--- config.mk ---
export PLATFORM = sky130hd
export DESIGN_NAME = aes_share_streamer_flat
export DESIGN_NICKNAME = d
export VERILOG_FILES = /design/src/rtl/aes_share_streamer_if.sv /design/src/rtl/aes_share_streamer.sv /design/src/flat_wrapper.sv
export SDC_FILE = /design/constraint.sdc
export NUM_CORES = 1
export LEC_CHECK = 0
export BUFFER_PORTS_ARGS = -buffer_cell sky130_fd_sc_hd__buf_4
export CORE_ASPECT_RATIO = 1.75
export CORE_MARGIN = 1.5
export CORE_UTILIZATION = 55
export DETAILED_ROUTE_END_ITERATION = 10
export GPL_TIMING_DRIVEN = 0
export PLACE_DENSITY = 0.78
export SYNTH_ARGS = -nofsm -noshare
export SYNTH_HDL_FRONTEND = slang
export SYNTH_SLANG_ARGS = --single-unit
--- constraint.sdc ---
create_clock -name clk -period 3.02 [get_ports clk]
set_clock_uncertainty 0.1 [all_clocks]
set_input_delay 0.604 -clock clk [delete_from_list [all_inputs] [get_ports clk]]
set_output_delay 0.604 -clock clk [all_outputs]
set_load 0.05 [all_outputs]
--- src/rtl/aes_share_streamer_if.sv ---
// Host-side bundle for aes_share_streamer: parallel share request in,
// serial share beats and status out. Signal names follow the core's protocol.
interface aes_share_streamer_if #(
    parameter int BEAT_W = 16,
    parameter int BEATS  = 16
);
    logic                      start;
    logic [BEAT_W*BEATS-1:0]   pt_in;
    logic [BEAT_W*BEATS-1:0]   key_in;
    logic                      aes_done;
    logic                      ready;
    logic                      go;
    logic [BEAT_W-1:0]         pt_shared;
    logic [BEAT_W-1:0]         key_shared;
    logic                      busy;
    logic                      timeout;

    // Host / testbench side
    modport master (
        output start, pt_in, key_in, aes_done,
        input  ready, go, pt_shared, key_shared, busy, timeout
    );

    // Streamer side
    modport slave (
        input  start, pt_in, key_in, aes_done,
        output ready, go, pt_shared, key_shared, busy, timeout
    );
endinterface

--- src/rtl/aes_share_streamer.sv ---
// Share-loading transmitter for the masked AES core: captures a two-share
// plaintext/key, pulses go, streams BEATS beats MSB first, then waits for
// done from the core with a watchdog.
module aes_share_streamer #(
    parameter int BEAT_W   = 16,
    parameter int BEATS    = 16,
    parameter int WAIT_MAX = 1023
) (
    input  logic                 clk,
    input  logic                 reset,   // asynchronous, active low
    aes_share_streamer_if.slave  bus
);
    localparam int DATA_W = BEAT_W * BEATS;
    localparam int BCNT_W = (BEATS > 1) ? $clog2(BEATS) : 1;
    localparam int WCNT_W = $clog2(WAIT_MAX + 1);
    localparam logic [BCNT_W-1:0] LAST_BEAT = BCNT_W'(BEATS - 1);
    localparam logic [WCNT_W-1:0] WAIT_LIM  = WCNT_W'(WAIT_MAX);

    typedef enum logic [1:0] {
        S_IDLE,
        S_GO,
        S_STREAM,
        S_WAIT
    } state_t;

    state_t              r_state;
    state_t              w_state_nxt;
    logic [DATA_W-1:0]   r_pt_reg;
    logic [DATA_W-1:0]   r_key_reg;
    logic [BCNT_W-1:0]   r_beat;
    logic [WCNT_W-1:0]   r_wait;
    logic [BEAT_W-1:0]   r_pt_shared;
    logic [BEAT_W-1:0]   r_key_shared;
    logic                r_timeout;
    logic                w_expire;
    logic                w_last_beat;
    int unsigned         w_idx;
    logic [BEAT_W-1:0]   w_pt_word;
    logic [BEAT_W-1:0]   w_key_word;

    // State register
    always_ff @(posedge clk or negedge reset) begin
        if (!reset) r_state <= S_IDLE;
        else        r_state <= w_state_nxt;
    end

    // Next-state logic and watchdog expiry (aes_done has priority over expiry)
    always_comb begin
        w_state_nxt = r_state;
        w_last_beat = (r_beat == LAST_BEAT);
        w_expire    = (r_state == S_WAIT) && !bus.aes_done && (r_wait == WAIT_LIM);
        case (r_state)
            S_IDLE:   if (bus.start) w_state_nxt = S_GO;
            S_GO:     w_state_nxt = S_STREAM;
            S_STREAM: if (w_last_beat) w_state_nxt = S_WAIT;
            S_WAIT:   if (bus.aes_done || w_expire) w_state_nxt = S_IDLE;
            default:  w_state_nxt = S_IDLE;
        endcase
    end

    // Beat registers are loaded one cycle ahead, so select the beat that
    // will be on the outputs during the next cycle.
    always_comb begin
        w_idx = 0;
        if (r_state == S_STREAM && !w_last_beat) w_idx = 32'(r_beat) + 32'd1;
        w_pt_word  = BEAT_W'(r_pt_reg  >> (BEAT_W * (BEATS - 1 - w_idx)));
        w_key_word = BEAT_W'(r_key_reg >> (BEAT_W * (BEATS - 1 - w_idx)));
    end

    // Capture registers, counters, registered beat outputs and timeout pulse
    always_ff @(posedge clk or negedge reset) begin
        if (!reset) begin
            r_pt_reg     <= '0;
            r_key_reg    <= '0;
            r_beat       <= '0;
            r_wait       <= '0;
            r_pt_shared  <= '0;
            r_key_shared <= '0;
            r_timeout    <= 1'b0;
        end else begin
            r_timeout <= w_expire;
            case (r_state)
                S_IDLE: begin
                    if (bus.start) begin
                        r_pt_reg  <= bus.pt_in;
                        r_key_reg <= bus.key_in;
                    end
                    r_beat       <= '0;
                    r_wait       <= '0;
                    r_pt_shared  <= '0;
                    r_key_shared <= '0;
                end
                S_GO: begin
                    r_beat       <= '0;
                    r_pt_shared  <= w_pt_word;
                    r_key_shared <= w_key_word;
                end
                S_STREAM: begin
                    if (w_last_beat) begin
                        r_wait       <= '0;
                        r_pt_shared  <= '0;
                        r_key_shared <= '0;
                    end else begin
                        r_beat       <= r_beat + BCNT_W'(1);
                        r_pt_shared  <= w_pt_word;
                        r_key_shared <= w_key_word;
                    end
                end
                S_WAIT: begin
                    if (!bus.aes_done && r_wait != WAIT_LIM) r_wait <= r_wait + WCNT_W'(1);
                    r_pt_shared  <= '0;
                    r_key_shared <= '0;
                end
                default: begin
                    r_pt_shared  <= '0;
                    r_key_shared <= '0;
                end
            endcase
        end
    end

    assign bus.ready      = (r_state == S_IDLE);
    assign bus.go         = (r_state == S_GO);
    assign bus.busy       = (r_state != S_IDLE);
    assign bus.timeout    = r_timeout;
    assign bus.pt_shared  = r_pt_shared;
    assign bus.key_shared = r_key_shared;
endmodule

--- src/flat_wrapper.sv ---
// flat-port wrapper written by rule: the top's interface ports become plain ports
module aes_share_streamer_flat 
#(
    parameter int BEAT_W   = 16,
    parameter int BEATS    = 16,
    parameter int WAIT_MAX = 1023
)
  (clk, reset, bus_start, bus_pt_in, bus_key_in, bus_aes_done, bus_ready, bus_go, bus_pt_shared, bus_key_shared, bus_busy, bus_timeout);
  aes_share_streamer_if #(.BEAT_W(BEAT_W), .BEATS(BEATS)) bus_i ();
  input  logic clk;
  input  logic reset;
  input wire logic [$bits(bus_i.start)-1:0] bus_start;
  input wire logic [$bits(bus_i.pt_in)-1:0] bus_pt_in;
  input wire logic [$bits(bus_i.key_in)-1:0] bus_key_in;
  input wire logic [$bits(bus_i.aes_done)-1:0] bus_aes_done;
  output wire logic [$bits(bus_i.ready)-1:0] bus_ready;
  output wire logic [$bits(bus_i.go)-1:0] bus_go;
  output wire logic [$bits(bus_i.pt_shared)-1:0] bus_pt_shared;
  output wire logic [$bits(bus_i.key_shared)-1:0] bus_key_shared;
  output wire logic [$bits(bus_i.busy)-1:0] bus_busy;
  output wire logic [$bits(bus_i.timeout)-1:0] bus_timeout;
  assign bus_i.start = bus_start;
  assign bus_i.pt_in = bus_pt_in;
  assign bus_i.key_in = bus_key_in;
  assign bus_i.aes_done = bus_aes_done;
  assign bus_ready = bus_i.ready;
  assign bus_go = bus_i.go;
  assign bus_pt_shared = bus_i.pt_shared;
  assign bus_key_shared = bus_i.key_shared;
  assign bus_busy = bus_i.busy;
  assign bus_timeout = bus_i.timeout;
  aes_share_streamer #(.BEAT_W(BEAT_W), .BEATS(BEATS), .WAIT_MAX(WAIT_MAX)) u_core (.clk(clk), .reset(reset), .bus(bus_i));
endmodule
==> impl_metrics.yaml, run 1 <==
grt:
  grt_pass1_vias: 22400
  grt_pass1_wl_um: 144000
  track_usage: 0.412
  grt_max_degree: 127
  antenna_found_initial: 33
  gr-total-overflow: 0
die:
  coreArea_um2: 46800
  fp.dieW_um: 167
  die_h_um: 290
  die-area_um2: 48500
  io_pins: 552
  start_util: 0.554
  rows: 105
detailed_routing:
  drtIter0Drc: 1903
  drt-wirelength-per-cell_um: 30.9
  drc: 0
  detail-route-antenna-nets: 0
  routed_wl_um: 101000
  vias: 21000
  vias_per_cell: 6.44
  dr.pass1.iters: 7
synth:
  syn_nets: 2527
  syn_inst: 2004
  synth_edf_count: 0
  ys_ff_latch: 561
  ys.flop_type: "dfrtp_1"
  synth-warning-count: 0
  netlist_area_um2: 25900
  ys_types: 58
  yosysSeqAreaShare: 0.542
  synthArstFlopShare: 1.00
  syn_area_per_cell_um2: 12.9
cells_and_area:
  final_common_cell: "buf_4"
  final_layout_size_suffix_gt1_frac: 0.509
  fill_cells: 3335
  layout.nets: 3136
  area_growth_syn_to_layout_pct: 28.5
  post-route-util: 0.712
  final_cell_mix: "buf_4 (567), dfrtp_1 (560), mux2_2 (513)"
setup_path:
  path_class: "reg2reg"
  crit_path_start_kind: "flip-flop"
  critPathArrivalTime_ns: 3.43
  path_common_cell: "buf_2"
  slowest_stage: "dfrtp_2"
  rr_startpoint: "u_core.r_beat[0]"
  path_buf_inv: 3
  critPathRequiredTime_ns: 3.40
  startpoint: "u_core.r_beat[0]"
  path_cells: "ha_1 -> buf_2 -> xor2_1 -> nand2_1 -> buf_4 -> buf_2 -> a221oi_2 -> o31ai_1 -> o32a_1"
  path_max_fanout: 11
  max_stage_delay_ns: 0.52
  critPathTopFamily: "buffers and inverters"
  end_kind: "flip-flop"
sta:
  max_freq_mhz: 328
  slew_headroom: 0.267
  slew_viol_final: 0
  fin_ws_ns: -0.0261
  fin_hold_ws_ns: -0.0244
  period_needed_ns: 3.05
  setup_viol: 2
  rsz0062_at_grt: "true"
  period_share: 1.01
  tightest_slew_ns: 1.10
  finalHoldViolCount: 19
clock_tree:
  cts_sinks: 561
  clk_pin_slew_ns: 0.07
  cts_tree: "done"
  clock_path_buffers: 3
  cts-root-buf: "clkbuf_16"
  htreeDepth: 2
  cts_buffers: 51
  worstSkewPairLatency_ns: 0.60
min_path:
  worstHoldPathType: "in2async"
power_and_ir_drop:
  p_per_area_nw_per_um2: 1110
  leakage_nw: 14.7
  irDropWorstVdd_mv: 0.691
place:
  io_buffers: 551
  hpwl_um: 77100
  finalWeightedCongestion: 0.948
run_status:
  status: "finished, violations left"
  violations: "hold timing, setup timing"
flow_run:
  max_cap_viol_count: 0
-- what timing repair did --
item	CTS	global route
buffers inserted	0	0
setup endpoints to repair	81	130
hold buffers	0	0
gates resized for setup	77	91
pin swaps	1	2
-- final timing paths --
kind | end | slack (ns) | cells past startpoint
worst min register to register | u_core.r_pt_reg[58] | 0.41 | 1
worst max-delay path | u_core.bus.key_shared[14] | -0.03 | 9
min in group clk | u_core.bus.timeout | 0.13 | 2
worst min-delay path | u_core.r_key_reg[168] | -0.02 | 2
max in group asynchronous | u_core.r_pt_reg[141] | 1.24 | 4
worst max register to register | u_core.bus.key_shared[14] | -0.03 | 9
-- report_power, final --
group	total (mW)	switching (mW)	internal [mW]
logic	16.6	9.20	7.39
registers	13.5	2.21	11.3
clock network	6.92	2.98	3.95
total	37.0	14.4	22.6
-- synthesized netlist by cell type (2+ instances only) --
cell | count | area share
nor2_1 | 17 | 0.0025
mux2i_1 | 36 | 0.014
o32a_1 | 31 | 0.012
mux2_2 | 513 | 0.22
nand3_1 | 37 | 0.0071
a221oi_1 | 93 | 0.031
nor2b_1 | 32 | 0.0077
a22o_1 | 2 | 0.00068
a21o_1 | 31 | 0.0090
a31oi_1 | 3 | 0.00072
nor3_1 | 4 | 0.00077
inv_2 | 3 | 0.00043
o31ai_1 | 31 | 0.0090
nand4_1 | 6 | 0.0014
o211ai_1 | 32 | 0.0093
or3_1 | 3 | 0.00072
buf_1 | 11 | 0.0016
and2_1 | 3 | 0.00072
buf_2 | 32 | 0.0062
o21ai_0 | 38 | 0.0073
o221a_2 | 31 | 0.013
ha_1 | 7 | 0.0034
dfrtp_1 | 561 | 0.54
nand2_1 | 41 | 0.0059
o221a_1 | 2 | 0.00087
buf_4 | 12 | 0.0035
and3_1 | 3 | 0.00072
a21oi_1 | 103 | 0.020
clkbuf_1 | 121 | 0.018
o21a_1 | 33 | 0.0096
nor3b_1 | 33 | 0.0096
o22ai_1 | 32 | 0.0077
xor2_1 | 6 | 0.0020
o21ai_1 | 2 | 0.00039
inv_1 | 6 | 0.00087
a22oi_1 | 31 | 0.0090
-- layout make-up --
type	instances	area (µm²)	area share
clock inverters	18	263	0.00789
inverters	9	33.8	0.00101
plain buffers	178	846	0.0254
repair buffers	556	4280	0.129
clock buffers	74	1490	0.0448
multi-input cells	1256	11600	0.347
well taps	588	736	0.0221
diodes	25	62.6	0.00188
flip-flops and latches	561	14000	0.422
-- through the flow --
stage	setup WS (ns)	std cells	TNS (ns)	area (µm²)	power, mW
3_3_place_gp	-4.66	3143	-2573.26	30800	28.2
3_5_place_dp	-0.601	3148	-17.53	30900	28.9
6_report	-0.0261	3265	-0.0290	33300	37.0
2_1_floorplan	0.688	2004	0	25900	23.0
5_1_grt	-0.0768	3262	-0.264	33300	38.3
4_1_cts	0.00372	3240	0	33000	36.3
-- routing by layer --
metal  up-vias  global-route usage  routed length [µm]
met5         -                   0                  87
met4        12               0.332                9270
met3       350              0.0952                7810
met2      1163               0.693               49900
met1     10700               0.443               33700
li1       8815                   -                   -
-- cell families (layout without fill, tap and decap cells) --
family	after synthesis	count (layout)	share of synthesized area
DFF	561	561	0.542
muxes	550	550	0.237
AOI/OAI and AO/OA	504	504	0.145
and+or+nand+nor	188	188	0.0403
buffers and inverters	187	835	0.0307
adders and majority gates	7	7	0.00338
xor gates and xnor gates	7	7	0.00236
other	0	25	0
(Power assumes the default switching activity.)
==> run 2: changes to the inputs <==
TNS_END_PERCENT = 5   (was unset)
==> run 2 against run 1 <==
Effect of this change:
- the flow still finishes with violations (hold timing, setup timing)
- first-iteration DRC count up 7.3%
- non-clock buffer count unchanged
- critical path depth is 1 lower
- global-route usage is essentially flat
- via count increased by 0.13%
- utilization is 0.40 points lower
==> impl_metrics.yaml, run 2 (same netlist as run 1, synthesis figures left out) <==
run_status:
  status: "finished, violations left"
  violations: "hold timing, setup timing"
cells_and_area:
  final_cell_mix: "buf_4 (565), dfrtp_1 (560), mux2_2 (513)"
  final_layout_size_suffix_gt1_frac: 0.497
  layout.cells.non_filler: 3271
  area_growth_syn_to_layout_pct: 27.8
  final_common_cell: "buf_4"
  layout.nets: 3136
power_and_ir_drop:
  leakage_nw: 14.6
  p_per_area_nw_per_um2: 1110
  p_int_mw: 22.5
  p_sw_mw: 14.2
  power_frac_comb: 0.444
  irDropWorstVdd_mv: 0.726
  p_clk_frac: 0.189
  swShare: 0.388
  seqPwrFrac: 0.367
die:
  fp.dieW_um: 167
  start_util: 0.554
  coreArea_um2: 46800
  io_pins: 552
  die-area_um2: 48500
  die_h_um: 290
  rows: 105
detailed_routing:
  dr.pass1.iters: 8
  drc: 0
  detail-route-antenna-nets: 0
  drtIter0Drc: 2042
  vias: 21100
  drt-wirelength-per-cell_um: 30.8
  routed_wl_um: 101000
  vias_per_cell: 6.44
min_path:
  worstHoldPathType: "in2async"
clock_tree:
  htreeDepth: 2
  clock_path_buffers: 3
  cts-root-buf: "clkbuf_16"
  cts_tree: "done"
  hold_buffers: 0
  cts_sinks: 561
  cts_buffers: 51
  clk_pin_slew_ns: 0.07
  worstSkewPairLatency_ns: 0.60
sta:
  period_share: 1.03
  finalHoldViolCount: 8
  fin_hold_ws_ns: -0.0155
  fin_ws_ns: -0.0960
  tightest_slew_ns: 1.19
  slew_viol_final: 0
  period_needed_ns: 3.12
  max_freq_mhz: 321
  setup_tns_ns: -1.42
  setup_viol: 38
  slew_headroom: 0.207
  rsz0062_at_grt: "true"
flow_run:
  max_cap_viol_count: 0
grt:
  antenna_found_initial: 35
  grt_max_degree: 127
  grt_pass1_vias: 22400
  track_usage: 0.412
  grt_pass1_wl_um: 144000
  gr-total-overflow: 0
setup_path:
  path_cells: "ha_1 -> clkbuf_2 -> and2_0 -> clkbuf_1 -> nand2_1 -> clkbuf_1 -> o31ai_1 -> o32a_1"
  rr_startpoint: "u_core.r_beat[0]"
  r2r_cells: 8
  critPathRequiredTime_ns: 3.46
  crit_path_start_kind: "flip-flop"
  r2r_end: "u_core.bus.key_shared[12]"
  slowest_stage: "o31ai_1"
  path_class: "reg2reg"
  critPathArrivalTime_ns: 3.55
  end_kind: "flip-flop"
  path_common_cell: "clkbuf_1"
  r2r_slack_ns: -0.1
  path_max_fanout: 10
  max_stage_delay_ns: 0.56
place:
  io_buffers: 551
  finalWeightedCongestion: 0.948
  hpwl_um: 77100
  placedCellCount: 3148
[run 2: changes by cell type in the layout (fill, tap and decap cells not counted), sizes merged]
cell / delta
clkbuf: -5
buf: +5
diode: +6
[run 2: critical path: cells and delay by family (launching register included)]
kind	cells	cell delay, ns
AO/OA/AOI/OAI	2	0.78
adder cells (fa/ha/maj)	1	0.31
buffers and inverters	3	0.95
AND/OR/NAND/NOR	2	0.40
flip-flops	1	0.51
[run 2: power groups by stage]
stage	sequential, mW	combinational, mW	clock, mW
floorplan	13.2	9.83	0
global placement	13.2	15.0	0
detailed placement	13.4	15.4	0
CTS	13.3	15.9	6.93
global route	13.8	17.0	7.24
finish	13.5	16.3	6.93
[run 2: what timing repair did]
action / 4_1_cts / 5_1_grt
setup buffers: 0 / 0
endpoints found under the setup margin: 81 / 136
hold endpoints to repair: 0 / 0
pin swaps: 0 / 2
resized for setup: 64 / 38
[run 2: worst max-delay path by stage]
stage / from / to / slack, ns / cells after the start
floorplan: u_core.r_state[0] / u_core.r_key_reg[142] / 0.69 / 6
finish: u_core.r_beat[0] / u_core.bus.key_shared[12] / -0.1 / 8
global placement: reset / u_core.r_pt_reg[145] / -4.66 / 1
CTS: u_core.r_beat[0] / u_core.bus.key_shared[9] / -0.07 / 8
detailed placement: u_core.r_beat[0] / u_core.bus.pt_shared[7] / -0.60 / 7
global route: u_core.r_beat[0] / u_core.bus.key_shared[8] / -0.14 / 8
[run 2: metrics by stage]
step	cell area [µm²]	utilization	setup slack [ns]	power [mW]
final	33100	0.708	-0.0960	36.7
after global placement	30800	0.658	-4.66	28.2
after floorplan	25900	-	0.688	23.0
after detailed placement	30900	0.662	-0.601	28.9
after CTS	32900	0.704	-0.0720	36.2
after global routing	33100	0.708	-0.137	38.0
[run 2: per-layer routing]
layer  track usage  vias to the layer above  wire length, µm
li1              -                     8827                -
met1         0.449                    10700            33700
met2         0.691                     1135            50000
met3        0.0873                      339             7910
met4         0.336                        8             9080
met5             0                        -               55
[run 2: area by class of cell]
class,instances,area [µm²]
Clock inverter,18,263
Timing Repair Buffer,556,4280
Sequential cell,561,14000
Fill cell,3371,13600
Buffer,178,818
Tap cell,588,736
Antenna cell,31,77.6
Clock buffer,74,1490
Inverter,9,33.8
Multi-Input combinational cell,1256,11400
==> run 3: changes to the inputs <==
CELL_PAD_IN_SITES_DETAIL_PLACEMENT = 0   (was unset)
CELL_PAD_IN_SITES_GLOBAL_PLACEMENT = 1   (was unset)
CORE_UTILIZATION = 44   (was 55)
==> run 3 against run 2 <==
Effect of this change:
- critical endpoint is now u_core.r_pt_reg[201]
- sequential share of layout area decreased by 0.73 points
- critical path depth down 2
- global-route usage decreased by 6.2 points
- cell count up 5.4%
- first-iteration DRC count fell by 24%
- cell area increased by 1.8%
- flip-flop and latch count did not move
- combinational power increased by 3%
- the flow finishes with violations (setup timing)
- worst hold slack better by 0.084 ns
- die area is 25% higher
- fmax is 0.66% higher
==> impl_metrics.yaml, run 3 (same netlist as run 1, synthesis figures left out) <==
run_status:
  status: "finished, violations left"
  violations: "setup timing"
clock_tree:
  cts-root-buf: "clkbuf_16"
  htreeDepth: 2
  clk_pin_slew_ns: 0.07
  worstSkewPairLatency_ns: 0.64
  cts_buffers: 54
  cts_sinks: 561
  cts_tree: "done"
  clock_path_buffers: 3
detailed_routing:
  vias: 20600
  drc: 0
  drt-wirelength-per-cell_um: 31.0
  dr.pass1.iters: 5
  vias_per_cell: 5.97
  routed_wl_um: 107000
  detail-route-antenna-nets: 0
  drtIter0Drc: 1558
grt:
  grt_pass1_wl_um: 151000
  grt_pass1_vias: 21800
  track_usage: 0.350
  grt_max_degree: 123
  antenna_found_initial: 18
  gr-total-overflow: 0
cells_and_area:
  layout.nets: 3143
  fill_cells: 5024
  layout.area.seq_um2: 14000
  final_layout_size_suffix_gt1_frac: 0.512
  final_common_cell: "buf_4"
  stdcell_area_um2: 33700
  area_growth_syn_to_layout_pct: 30.0
  multi_input_area_um2: 11600
  final_cell_mix: "buf_4 (570), dfrtp_1 (560), mux2_2 (513)"
sta:
  finalHoldViolCount: 0
  slew_viol_final: 0
  period_share: 1.03
  rsz0062_at_grt: "true"
  fin_ws_ns: -0.0755
  period_needed_ns: 3.10
  setup_viol: 50
  max_freq_mhz: 323
  slew_headroom: 0.275
  tightest_slew_ns: 1.09
die:
  start_util: 0.445
  fp.dieW_um: 186
  die-area_um2: 60400
  rows: 117
  die_h_um: 324
  io_pins: 552
  coreArea_um2: 58300
place:
  hpwl_um: 82100
  dpl-instance-area_um2: 31200
  io_buffers: 551
  finalWeightedCongestion: 0.916
flow_run:
  max_cap_viol_count: 0
min_path:
  min_to: "u_core.bus.timeout"
  hold_start: "bus_aes_done"
  hold_path_depth: 2
  worstHoldPathType: "in2reg"
power_and_ir_drop:
  p_int_mw: 23.0
  power_frac_comb: 0.447
  leakage_nw: 14.8
  p_sw_mw: 14.6
  swShare: 0.389
  p_clk_frac: 0.196
  seqPwrFrac: 0.357
  irDropWorstVdd_mv: 0.612
  p_per_area_nw_per_um2: 1120
  power_mw: 37.6
setup_path:
  critPathRequiredTime_ns: 3.44
  path_class: "reg2reg"
  critPathArrivalTime_ns: 3.51
  max_stage_delay_ns: 0.86
  r2r_end: "u_core.r_pt_reg[201]"
  r2r_cells: 6
  crit_path_start_kind: "flip-flop"
  r2r_slack_ns: -0.08
  path_max_fanout: 10
  slowest_stage: "buf_1"
  path_cells: "inv_1 -> ha_1 -> nand2_1 -> clkbuf_1 -> buf_1 -> mux2_2"
  end_kind: "flip-flop"
  startpoint: "u_core.r_state[0]"
  rr_startpoint: "u_core.r_state[0]"
[run 3: how the worst max path moves through the flow]
stage | cells after the start | end
floorplan | 6 | u_core.r_key_reg[142]
global placement | 1 | u_core.r_pt_reg[159]
detailed placement | 7 | u_core.bus.pt_shared[7]
CTS | 8 | u_core.bus.key_shared[1]
global route | 6 | u_core.r_key_reg[125]
finish | 6 | u_core.r_pt_reg[201]
[run 3: layout make-up]
type                       instances  share of cell area
sequential                       561               0.417
multi-input combinational       1256               0.344
timing repair buffer             560               0.128
clock buffer                      84              0.0501
tap                              773              0.0287
buffer                           178              0.0248
clock inverter                    17             0.00631
inverter                           9             0.00100
antenna                           10            0.000743
[run 3: worst max-delay path, delay by kind of cell, from the launching register on]
family                   cells  cell delay [ns]
adder cells (fa/ha/maj)      1             0.33
AND/OR/NAND/NOR              1             0.31
flip-flops                   1             0.39
multiplexers                 1             0.43
buffers and inverters        3             1.42
[run 3: power groups by stage]
stage | Combinational [mW] | Clock, mW | Sequential (mW)
after floorplan | 9.83 | 0 | 13.2
after global placement | 15.4 | 0 | 13.2
after detailed placement | 15.8 | 0 | 13.4
after CTS | 16.5 | 7.42 | 13.3
after global routing | 17.7 | 7.68 | 13.8
final | 16.8 | 7.36 | 13.4
[run 3: routing by layer]
layer,track usage,part of all wire
met2,0.600,0.50
met1,0.385,0.35
met5,0,0.0010
met3,0.0857,0.077
met4,0.236,0.074
[run 3: what timing repair did]
action,CTS,global route
cloned,0,0
endpoints found under the setup margin,139,146
hold buffers,1,0
hold endpoints to repair,35,0
resized for setup,97,58
buffers inserted,0,3
[run 3: stage by stage]
stage	hold WS, ns	setup WS, ns	TNS (ns)	std cells	utilization
2_1_floorplan	0.208	0.688	0	2004	-
3_3_place_gp	0.381	-4.75	-2654.09	3328	0.533
3_5_place_dp	0.387	-0.828	-33.39	3333	0.535
4_1_cts	0.0412	-0.129	-0.474	3435	0.575
5_1_grt	0.0659	-0.101	-4.82	3447	0.578
6_report	0.0689	-0.0755	-1.19	3448	0.578
